===== src/rtl/bcd_cnt_pkg.sv =====
// Shared types and constants for the BCD digit counter.
// HEX_MODE_EN widens the digit range to 0..15 and disables load clamping.
package bcd_cnt_pkg;

    localparam int unsigned DIGIT_W = 4;

`ifdef HEX_MODE_EN
    localparam logic [DIGIT_W-1:0] DIGIT_MAX = 4'd15;
`else
    localparam logic [DIGIT_W-1:0] DIGIT_MAX = 4'd9;
`endif

    typedef enum logic [1:0] {
        StIdle = 2'b00,
        StRun  = 2'b01,
        StHold = 2'b10
    } state_e;

    function automatic logic [DIGIT_W-1:0] clamp_digit(input logic [DIGIT_W-1:0] val);
`ifdef HEX_MODE_EN
        return val;
`else
        return (val > DIGIT_MAX) ? DIGIT_MAX : val;
`endif
    endfunction

endpackage


===== src/rtl/bcd_digit_counter_if.sv =====
// Control/status bundle between a digit counter and its controller.
// Output digit bit 3 feeds decoder input x0 (MSB), bit 0 feeds x3 (LSB).
interface bcd_digit_counter_if;
    import bcd_cnt_pkg::*;

    logic               run;
    logic               up_dn;
    logic               load;
    logic [DIGIT_W-1:0] load_val;
    logic [DIGIT_W-1:0] digit;
    logic               tc;
    logic               busy;

    modport master (
        output run, up_dn, load, load_val,
        input  digit, tc, busy
    );

    modport slave (
        input  run, up_dn, load, load_val,
        output digit, tc, busy
    );

endinterface


===== src/rtl/tick_prescaler.sv =====
// Divides enabled clock cycles by PRESCALE, emitting a one-cycle step on the last count.
module tick_prescaler #(
    parameter int unsigned PRESCALE = 4,
    parameter int unsigned PS_W     = 16
) (
    input  logic clk,
    input  logic reset,
    input  logic en,
    input  logic clr,
    output logic step
);

    localparam logic [PS_W-1:0] LastCnt = PS_W'(PRESCALE - 1);

    logic [PS_W-1:0] cnt_q, cnt_d;
    logic            hit;

    assign hit  = (cnt_q == LastCnt);
    assign step = en & hit;

    always_comb begin
        cnt_d = cnt_q;
        if (clr) begin
            cnt_d = '0;
        end else if (en) begin
            cnt_d = hit ? '0 : cnt_q + 1'b1;
        end
    end

    always_ff @(posedge clk) begin
        if (reset) begin
            cnt_q <= '0;
        end else begin
            cnt_q <= cnt_d;
        end
    end

endmodule


===== src/rtl/bcd_digit_counter.sv =====
// Single-digit up/down counter with prescaled stepping, parallel load and wrap pulse.
// Build with HEX_MODE_EN defined for a 0..15 range.
module bcd_digit_counter
    import bcd_cnt_pkg::*;
#(
    parameter int unsigned PRESCALE = 4,
    parameter int unsigned PS_W     = 16
) (
    input  logic                     clk,
    input  logic                     reset,
    bcd_digit_counter_if.slave       bus
);

    state_e             state_q, state_d;
    logic [DIGIT_W-1:0] digit_q, digit_d;
    logic               tc_q, tc_d;
    logic               busy;
    logic               ps_en;
    logic               ps_clr;
    logic               step;

    // State register
    always_ff @(posedge clk) begin
        if (reset) begin
            state_q <= StIdle;
        end else begin
            state_q <= state_d;
        end
    end

    // Next-state logic; a load overrides the normal transition in every state
    always_comb begin
        state_d = state_q;
        if (bus.load) begin
            state_d = bus.run ? StRun : StHold;
        end else begin
            unique case (state_q)
                StIdle:  if (bus.run)  state_d = StRun;
                StRun:   if (!bus.run) state_d = StHold;
                StHold:  if (bus.run)  state_d = StRun;
                default: state_d = StIdle;
            endcase
        end
    end

    // Outputs decoded from state
    always_comb begin
        busy   = (state_q == StRun);
        ps_en  = busy;
        ps_clr = bus.load | (busy & (state_d != StRun));
    end

    tick_prescaler #(
        .PRESCALE (PRESCALE),
        .PS_W     (PS_W)
    ) u_tick_prescaler (
        .clk   (clk),
        .reset (reset),
        .en    (ps_en),
        .clr   (ps_clr),
        .step  (step)
    );

    // Load beats a coincident step, so tc cannot fire on a load cycle
    always_comb begin
        digit_d = digit_q;
        tc_d    = 1'b0;
        if (bus.load) begin
            digit_d = clamp_digit(bus.load_val);
        end else if (step) begin
            if (bus.up_dn) begin
                if (digit_q == DIGIT_MAX) begin
                    digit_d = '0;
                    tc_d    = 1'b1;
                end else begin
                    digit_d = digit_q + 1'b1;
                end
            end else begin
                if (digit_q == '0) begin
                    digit_d = DIGIT_MAX;
                    tc_d    = 1'b1;
                end else begin
                    digit_d = digit_q - 1'b1;
                end
            end
        end
    end

    always_ff @(posedge clk) begin
        if (reset) begin
            digit_q <= '0;
            tc_q    <= 1'b0;
        end else begin
            digit_q <= digit_d;
            tc_q    <= tc_d;
        end
    end

    assign bus.digit = digit_q;
    assign bus.tc    = tc_q;
    assign bus.busy  = busy;

endmodule


===== src/flat_wrapper.sv =====
// flat-port wrapper written by rule: the top's interface ports become plain ports
module bcd_digit_counter_flat import bcd_cnt_pkg::*;
#(
    parameter int unsigned PRESCALE = 4,
    parameter int unsigned PS_W     = 16
)
  (clk, reset, bus_run, bus_up_dn, bus_load, bus_load_val, bus_digit, bus_tc, bus_busy);
  bcd_digit_counter_if bus_i ();
  input  logic clk;
  input  logic reset;
  input wire logic [$bits(bus_i.run)-1:0] bus_run;
  input wire logic [$bits(bus_i.up_dn)-1:0] bus_up_dn;
  input wire logic [$bits(bus_i.load)-1:0] bus_load;
  input wire logic [$bits(bus_i.load_val)-1:0] bus_load_val;
  output wire logic [$bits(bus_i.digit)-1:0] bus_digit;
  output wire logic [$bits(bus_i.tc)-1:0] bus_tc;
  output wire logic [$bits(bus_i.busy)-1:0] bus_busy;
  assign bus_i.run = bus_run;
  assign bus_i.up_dn = bus_up_dn;
  assign bus_i.load = bus_load;
  assign bus_i.load_val = bus_load_val;
  assign bus_digit = bus_i.digit;
  assign bus_tc = bus_i.tc;
  assign bus_busy = bus_i.busy;
  bcd_digit_counter #(.PRESCALE(PRESCALE), .PS_W(PS_W)) u_core (.clk(clk), .reset(reset), .bus(bus_i));
endmodule

===== config.mk =====
export PLATFORM = sky130hd
export DESIGN_NAME = bcd_digit_counter_flat
export DESIGN_NICKNAME = d
export VERILOG_FILES = /design/src/rtl/bcd_cnt_pkg.sv /design/src/rtl/bcd_digit_counter_if.sv /design/src/rtl/tick_prescaler.sv /design/src/rtl/bcd_digit_counter.sv /design/src/flat_wrapper.sv
export SDC_FILE = /design/constraint.sdc
export NUM_CORES = 1
export LEC_CHECK = 0
export BUFFER_PORTS_ARGS = -buffer_cell sky130_fd_sc_hd__buf_2
export CORE_ASPECT_RATIO = 0.9
export CORE_MARGIN = 3
export CORE_UTILIZATION = 56
export CTS_CLUSTER_SIZE = 28
export DETAILED_ROUTE_END_ITERATION = 7
export GPL_TIMING_DRIVEN = 0
export HOLD_SLACK_MARGIN = 0.05
export PLACE_DENSITY = 0.77
export SYNTH_ARGS = -nofsm -noshare
export SYNTH_HDL_FRONTEND = slang
export SYNTH_SLANG_ARGS = --single-unit
export TNS_END_PERCENT = 1

===== constraint.sdc =====
create_clock -name clk -period 2.3 [get_ports clk]
set_input_delay 0.23 -clock clk [delete_from_list [all_inputs] [get_ports clk]]
set_output_delay 0.23 -clock clk [all_outputs]
set_load 0.01 [all_outputs]

**After elaboration in Yosys (flattened, before gate mapping)**

Cells that the tools add are included.

- Flip-flop bits (word level): 23
- Bits of input ports: 9
- Output and inout port bits: 6
- Logic and storage cells: 38

- Add/subtract/negate cells: 3
- $lt $le $gt $ge: 1
- Equality and inequality tests: 5
- Multiplexer cells: 15
- Bitwise operators: 4
- Reduce and logical (&&, ||, !) cells: 6

Operators with widths:

| operator | number |
|---|---|
| $mux W4 | 6 |
| $add A16 B1 Y16 const B | 1 |
| $eq A16 B2 Y1 const B | 1 |
| $mux W16 | 1 |
| $mux W2 | 4 |
| $add A4 B1 Y4 const B | 1 |
| $eq A4 B4 Y1 const B | 1 |
| $gt A4 B4 Y1 const B | 1 |
| $logic_not A4 Y1 | 1 |
| $pmux W2 S2 | 1 |
| $reduce_or A2 Y1 | 2 |
| $sub A4 B1 Y4 const B | 1 |
| $mux W1 | 3 |
| $reduce_or A3 Y1 | 1 |
| $and A1 B1 Y1 | 2 |
| $eq A2 B1 Y1 const B | 1 |
| $eq A2 B2 Y1 const B | 1 |
| $logic_not A2 Y1 | 1 |
| $ne A2 B1 Y1 const B | 1 |
| $reduce_bool A2 Y1 | 1 |
| $not A1 Y1 | 1 |
| $or A1 B1 Y1 | 1 |

**Logic depth before layout (Yosys ltp)**

Gate-level depths: netlist (run 1).

- Word-level depth: 8
- Gate-level depth with buffers: 6
- Depth with buffers taken out: 6

**Modules after synthesis**

Synthesis (run 1) repeated with hierarchy kept, for this count alone.

- Cells, all modules: 146
- Area, all modules: 1198.6 sq um

By module, submodules not included:

| module | instances | cells each | area an instance (sq um) |
|---|---|---|---|
| tick_prescaler | 1 | 85 | 745.7 |
| bcd_digit_counter | 1 | 61 | 452.9 |

**Worst setup path before layout (run 1)**

No wires, ideal clock.

- Path kind: flip-flop to flip-flop
- From: register u_core.u_tick_prescaler.cnt_q[11]
- To: register u_core.digit_q[1] (netlist: u_core.bus.digit[1])
- Library setup time: 117 ps
- Arrival time: 1915 ps
- Data required time: 2183 ps
- Path slack: 268 ps
- Cell stages (with the launch flop): 6
- Buffers on the path: 0
- Period minus slack after synthesis: 2032 ps
- Path through: dfxtp_1 or4_1 or3_4 a211oi_2 mux2_1 a22o_1

- Cells in the longest elaborated chain, start to end: 3

Ends and longest elaborated chain:

| item | line | RTL |
|---|---|---|
| from (decl) | tick_prescaler.sv:15 | `logic [PS_W-1:0] cnt_q, cnt_d;` |
| from (signal assigned) | tick_prescaler.sv:34 | `cnt_q <= cnt_d;` |
| $eq A16 B2 Y1 | tick_prescaler.sv:18 | `assign hit = (cnt_q == LastCnt);` |
| $and A1 B1 Y1 | tick_prescaler.sv:19 | `assign step = en & hit;` |
| $reduce_bool A2 Y1 (no source line) | -- |  |
| to (signal assigned) | bcd_digit_counter.sv:94 | `digit_q <= digit_d;` |
| to (decl) | bcd_digit_counter.sv:15 | `logic [DIGIT_W-1:0] digit_q, digit_d;` |

Every way passes these cells.
A chain may end at the register's enable or synchronous reset.

**Worst setup path in the final report (run 1)**

- From: register u_core.u_tick_prescaler.cnt_q[11]
- To: register u_core.digit_q[2] (netlist: u_core.bus.digit[2])

The elaborated chain is that of the path after synthesis.

==> flow_metrics.tcl, run 1 <==
set metrics [dict create \
    cts_root_buf "clkbuf_4" \
    vias 1048 \
    drc_errors 0 \
    yosys_warnings 0 \
    leakage_nw 0.4807 \
    synth_edf_count 0 \
    antenna_found_initial 0 \
    max_stage_delay_ps 570 \
    path_max_fanout 6 \
    worst-path-stages 5 \
    crit_type "flop to flop" \
    h-tree-depth 1 \
    rows 15 \
    r2r_cells 5 \
    syn-cell-area_um2 1187 \
    crit_start "u_core.u_tick_prescaler.cnt_q[11]" \
    finClkSkew_ps 8.723 \
    postCtsSetupBuffers 0 \
    hold_path_class "input port to flop" \
    syn2layout_area_growth_pct 10.75 \
    dp_hpwl_mm 1.891 \
    cts_hold_buffers 0 \
    port_buffers 14 \
    cts_buffers 3 \
    synth_top_area_share_pct 38.78 \
    setup_violations 0 \
    crit_arrival_ps 2390 \
    r2r_start "u_core.u_tick_prescaler.cnt_q[11]" \
    cts_sinks 23 \
    async_reset_ff_share_pct 0 \
    maxCapViolations 0 \
    cp_cell_sequence "or4_1, or3_4, nor2_2, mux2_2, a22o_1" \
    finalHoldViolCount 0 \
    fin_crit_ps 2174 \
    core_region_area_um2 1971 \
    yosysTopAreaCell "dfxtp_1" \
    cts_resized 0 \
    wirelength_mm 2.452 \
    syn_nets 154 \
    dr.pass1.iters 4 \
    synth_cell_types 37 \
    worst_slew_pin_slew_ps 441.8 \
    synth.area.top_cells "dfxtp_1, nor2_1, xnor2_1" \
    path_buf_inv 0 \
    overflow 0 \
    outcome "completed" \
    fin_crit_sh_pct 94.51 \
    timing.fmax_mhz 460.0 \
    final_cell_mix "nor2_1, dfxtp_1, buf_2, nand2_1, xnor2_1" \
    finalWorstSetupSlack_ps 126.3 \
    cts_tree "done" \
    tns_ps 0 \
    finalPower_w 0.0006672 \
    ios 15 \
    final_nets 173 \
    dieArea_um2 2710 \
    die_h_um 49.69 \
    final-max-slew-violation-count 0 \
    critPathSlowestCell "or4_1" \
    grt_usage_pct 21.36 \
    p_per_area_nw_per_um2 507.4 \
    maxSlewHeadroom_pct 70.27 \
    dp_slack_ps 155.4 \
    grt_setup_unrepaired "no" \
    yosysSeqAreaShare_pct 38.78 \
    initial_core_util_pct 60.25 \
    peakVddDrop_mv 0.5417 \
    rrSetupSlack_ps 130 \
    vias_per_cell 5.604 \
    grt_pass1_vias 1010 \
    cts_max_path_buffers 2 \
    clk_latency_ps 310 \
    fin_util_pct 66.73 \
    synthFlopType "dfxtp_1" \
    wl_per_cell_um 13.11 \
    grt_start_max_net_pins 13 \
    crit_path_start_kind "flop" \
    grt_pass1_wl_mm 4.278 \
    antenna_left 0 \
    cp_data_required_time_ps 2520 \
    critPathTopFamily "simple AND/OR/NAND/NOR gates" \
    avgSynthCellArea_um2 8.246 \
    antennaDiodeCount 0 \
    mostFrequentLayoutCell "nor2_1" \
    end_kind "flop" \
    syn_inst 144 \
    clk_pin_slew_worst_paths_ps 120 \
    drtIter0Drc 28 \
    cp-endpoint "u_core.bus.digit[2]" \
    ys_seq_elements 23 \
    place_congestion 0.7793 \
    die_w_um 54.54 \
    r2r-end "u_core.bus.digit[2]" \
    whs_ps 91.88 \
    drive_gt1_share_pct 14.81 \
]
-- cells by family (layout without fill, tap and decap cells) --
kind of cell | count (synthesis) | after routing | synth area share (%)
buffers and inverters | 10 | 28 | 3.792
and+or+nand+nor | 75 | 75 | 31.72
adders and majority gates | 1 | 1 | 1.054
xor gates and xnor gates | 17 | 17 | 12.54
AOI/OAI and AO/OA | 15 | 15 | 9.379
muxes | 3 | 3 | 2.740
DFF | 23 | 23 | 38.78
-- layout make-up --
type	instances	area, um^2
repair buffers	14	70.07
flip-flops and latches	23	460.4
inverters	4	15.01
well taps	25	31.28
multi-input cells	111	681.9
clock buffers	4	26.28
fillers	184	655.6
plain buffers	6	30.03
-- flip-flops by register name, indices dropped and copies added, names as in the netlist --
name / cells
u_core.bus.digit: 4
u_core.u_tick_prescaler.cnt_q: 16
u_core.state_q: 2
u_core.bus.tc: 1
-- cells in the mapped netlist, drive strengths merged, types with 2 or more instances --
| cell | count |
|---|---|
| nand2 | 13 |
| xnor2 | 11 |
| buf | 2 |
| dfxtp | 23 |
| a22o | 3 |
| nor3 | 6 |
| nor3b | 2 |
| or3 | 2 |
| o21ai | 4 |
| inv | 4 |
| nand3b | 2 |
| nand3 | 2 |
| nand4 | 7 |
| xor2 | 6 |
| nor2 | 29 |
| nor4 | 3 |
| nor2b | 2 |
| clkbuf | 4 |
| mux2 | 2 |
| or4 | 3 |
-- per-stage QoR --
stage / area, um^2 / cells
6_report: 1315 / 187
5_1_grt: 1315 / 187
4_1_cts: 1315 / 187
3_5_place_dp: 1289 / 183
3_3_place_gp: 1289 / 183
2_1_floorplan: 1187 / 144
-- worst reg2reg max path, stage by stage, from the launching register on --
cell and delay, ps:
dfxtp_1 390, or4_1 570, or3_4 420, nor2_2 160
mux2_2 350, a22o_1 180
-- how the worst min path moves through the flow --
stage	start	to	slack [ps]	cells past startpoint
floorplan	reset	u_core.state_q[0]	310	1
global placement	bus_run	u_core.state_q[1]	420	2
detailed placement	bus_run	u_core.state_q[1]	430	2
CTS	bus_run	u_core.state_q[1]	70	2
global route	bus_run	u_core.state_q[1]	90	2
finish	bus_run	u_core.state_q[1]	90	2
-- power breakdown --
part | leakage (nW) | switching (W) | internal [W]
combinational | 0.279 | 0.0000436 | 0.0000312
clock | 0.0150 | 0.000115 | 0.0000678
sequential | 0.186 | 0.00000453 | 0.000405
total | 0.481 | 0.000164 | 0.000504
-- layer usage --
layer	vias to the layer above	global-route usage [%]	wire length, um
li1	534	-	-
met1	490	27.82	1136
met3	5	4.532	98
met2	19	34.06	1178
met5	-	0	0
met4	0	7.469	38
Note: power is estimated with default switching activity, not from simulation.
==> inputs of run 2 (changes only) <==
Settings changed: SYNTH_HIERARCHICAL set to 1.
==> run 2 against run 1 <==
Flip-flop and latch count unchanged. Critical path depth up 1. Sequential share of layout area down 0.78 points. Register-to-register slack about the same. Critical path type unchanged. Non-clock buffer count unchanged. Synthesized cell count up 1.4%. Core utilization up 1.5 points. Largest cell class unchanged. Sequential power about the same.
==> flow_metrics.tcl, run 2 <==
set metrics [dict create \
    cp_data_required_time_ps 2550 \
    core_region_area_um2 1971 \
    synthFlopType "dfxtp_1" \
    fin_crit_ps 2178 \
    holdCritStartpoint "bus_run" \
    drt-met1-wl_mm 1.247 \
    vias 1084 \
    synth.area.top_cells "dfxtp_1, xnor2_1, nor2_1" \
    cp_cell_sequence "or4_1, nor4_4, and3_4, nand2b_1, or4_1, nand3_1" \
    cts_buffers 3 \
    fin_crit_sh_pct 94.70 \
    drive_gt1_share_pct 15.85 \
    final-max-slew-violation-count 0 \
    cts_tree "done" \
    leakage_nw 0.4676 \
    r2r_cells 6 \
    rows 15 \
    max_stage_delay_ps 590 \
    async_reset_ff_share_pct 0 \
    path_buf_inv 0 \
    die_h_um 49.89 \
    syn2layout_area_growth_pct 12.21 \
    drtIter0Drc 34 \
    p_per_area_nw_per_um2 499.4 \
    outcome "completed" \
    hold_path_class "input port to flop" \
    final_cells 189 \
    cts_root_buf "clkbuf_4" \
    dr.pass1.iters 5 \
    peakVddDrop_mv 0.3800 \
    top_layer "met4" \
    whs_ps 91.63 \
    port_buffers 14 \
    drc_errors 0 \
    yosys_warnings 6 \
    r2r_start "u_core/u_tick_prescaler/cnt_q[5]" \
    grt_pass1_vias 951 \
    vias_per_cell 5.735 \
    largest_register_ffs 16 \
    maxSlewHeadroom_pct 67.31 \
    worstHoldPathCells 2 \
    yosysTopAreaCell "dfxtp_1" \
    crit_arrival_ps 2430 \
    synth_common_cells "dfxtp_1, nor2_1, nor3_1, xnor2_1, nand3_1" \
    synth_top_area_share_pct 38.41 \
    worst-path-stages 6 \
    wl_per_cell_um 13.34 \
    h-tree-depth 1 \
    routed-wl-met2_mm 1.147 \
    antenna_found_initial 0 \
    crit_start "u_core/u_tick_prescaler/cnt_q[5]" \
    final_cell_mix "dfxtp_1, nor2_1, buf_2, nor3_1, xnor2_1" \
    wirelength_mm 2.521 \
    dp.cells 185 \
    crit_top_cell "or4_1" \
    maxCapViolations 0 \
    path_max_fanout 6 \
    overflow 0 \
    fillers 175 \
    postCtsSetupBuffers 0 \
    avgSynthCellArea_um2 8.210 \
    cts_sinks 23 \
    antennaDiodeCount 0 \
    finalHoldViolCount 0 \
    mostFrequentLayoutCell "dfxtp_1" \
    setup_violations 0 \
    yosysSeqAreaShare_pct 38.41 \
    critPathSlowestCell "or4_1" \
    synth_cell_types 33 \
    ios 15 \
    place_congestion 0.8902 \
    grt_start_max_net_pins 14 \
    clk_latency_ps 310 \
    crit_path_start_kind "flop" \
    finClkSkew_ps 10.71 \
    syn_nets 156 \
    antenna_left 0 \
    grt_pass1_wl_mm 4.312 \
    syn_inst 146 \
    route.met3.wl_um 110 \
    critPathTopFamily "simple AND/OR/NAND/NOR gates" \
    die_w_um 54.77 \
    dp_hpwl_mm 1.793 \
    synth.most_common_cell "dfxtp_1" \
    grt_setup_unrepaired "no" \
    dieArea_um2 2732 \
    crit_type "flop to flop" \
    tns_ps 0 \
    end_kind "flop" \
    syn-cell-area_um2 1199 \
    clk_pin_slew_worst_paths_ps 130 \
    largest-register "u_core/u_tick_prescaler/cnt_q" \
    initial_core_util_pct 60.83 \
    worst_slew_pin_slew_ps 485.8 \
    synth_edf_count 0 \
    ys_seq_elements 23 \
    cts_max_path_buffers 2 \
    final_nets 175 \
    timing.fmax_mhz 459.1 \
    grt_usage_pct 21.11 \
]
run 2: cell types whose count changed in the layout (fill, tap and decap cells not counted), moves of 3 or more:
cell / delta
nand3_1: +6
nor4_1: +4
a22o_1: -3
nor2_1: -6
clkbuf_1: -3
nor3_1: +6
nand2_1: -6
run 2: kinds of logic after synthesis:
| kind of cell | after synthesis | synth area share [%] |
|---|---|---|
| AOI/OAI and AO/OA | 13 | 7.099 |
| xor gates and xnor gates | 19 | 13.88 |
| adders and majority gates | 1 | 1.044 |
| buffers and inverters | 12 | 5.218 |
| DFF | 23 | 38.41 |
| muxes | 2 | 1.670 |
| and+or+nand+nor | 76 | 32.67 |
run 2: what timing repair did:
| action | in CTS | in global routing |
|---|---|---|
| setup endpoints to repair | 0 | 3 |
| resized for setup | 0 | 5 |
| hold buffers | 0 | 0 |
run 2: cell type report:
type | count | area (um^2) | area share, %
multi-input cells | 111 | 690.7 | 51.35
clock inverters | 1 | 5.005 | 0.3721
flip-flops and latches | 23 | 460.4 | 34.23
plain buffers | 6 | 42.54 | 3.163
well taps | 25 | 31.28 | 2.326
clock buffers | 3 | 22.52 | 1.674
inverters | 6 | 22.52 | 1.674
repair buffers | 14 | 70.07 | 5.209
run 2: path summary, 6_finish.rpt:
path                                                    endpoint  slack [ps]
worst max register to register               u_core/bus.digit[2]         120
worst min-delay path                           u_core/state_q[1]          90
worst max-delay path                         u_core/bus.digit[2]         120
worst min register to register  u_core/u_tick_prescaler/cnt_q[1]         570
run 2: per-layer routing:
layer | track usage [%] | vias to the layer above
li1 | - | 551
met1 | 30.41 | 508
met2 | 30.71 | 23
met3 | 5.438 | 2
met4 | 5.394 | 0
met5 | 0 | -
run 2: power by group:
group	total [W]	internal [W]	switching, W
sequential	0.000411	0.000405	0.00000626
clock	0.000184	0.0000650	0.000119
combinational	0.0000762	0.0000333	0.0000428
run 2: metrics by stage:
stage / cell area [um^2] / total power (W) / utilization [%] / setup WS (ps)
3_5_place_dp: 1300 / 0.0004940 / 65.97 / 73.91
3_3_place_gp: 1300 / 0.0004909 / 65.97 / 77.15
4_1_cts: 1328 / 0.0006763 / 67.37 / 14.89
2_1_floorplan: 1199 / 0.0004696 / - / 228.6
5_1_grt: 1345 / 0.0007017 / 68.25 / 22.54
6_report: 1345 / 0.0006718 / 68.25 / 121.8
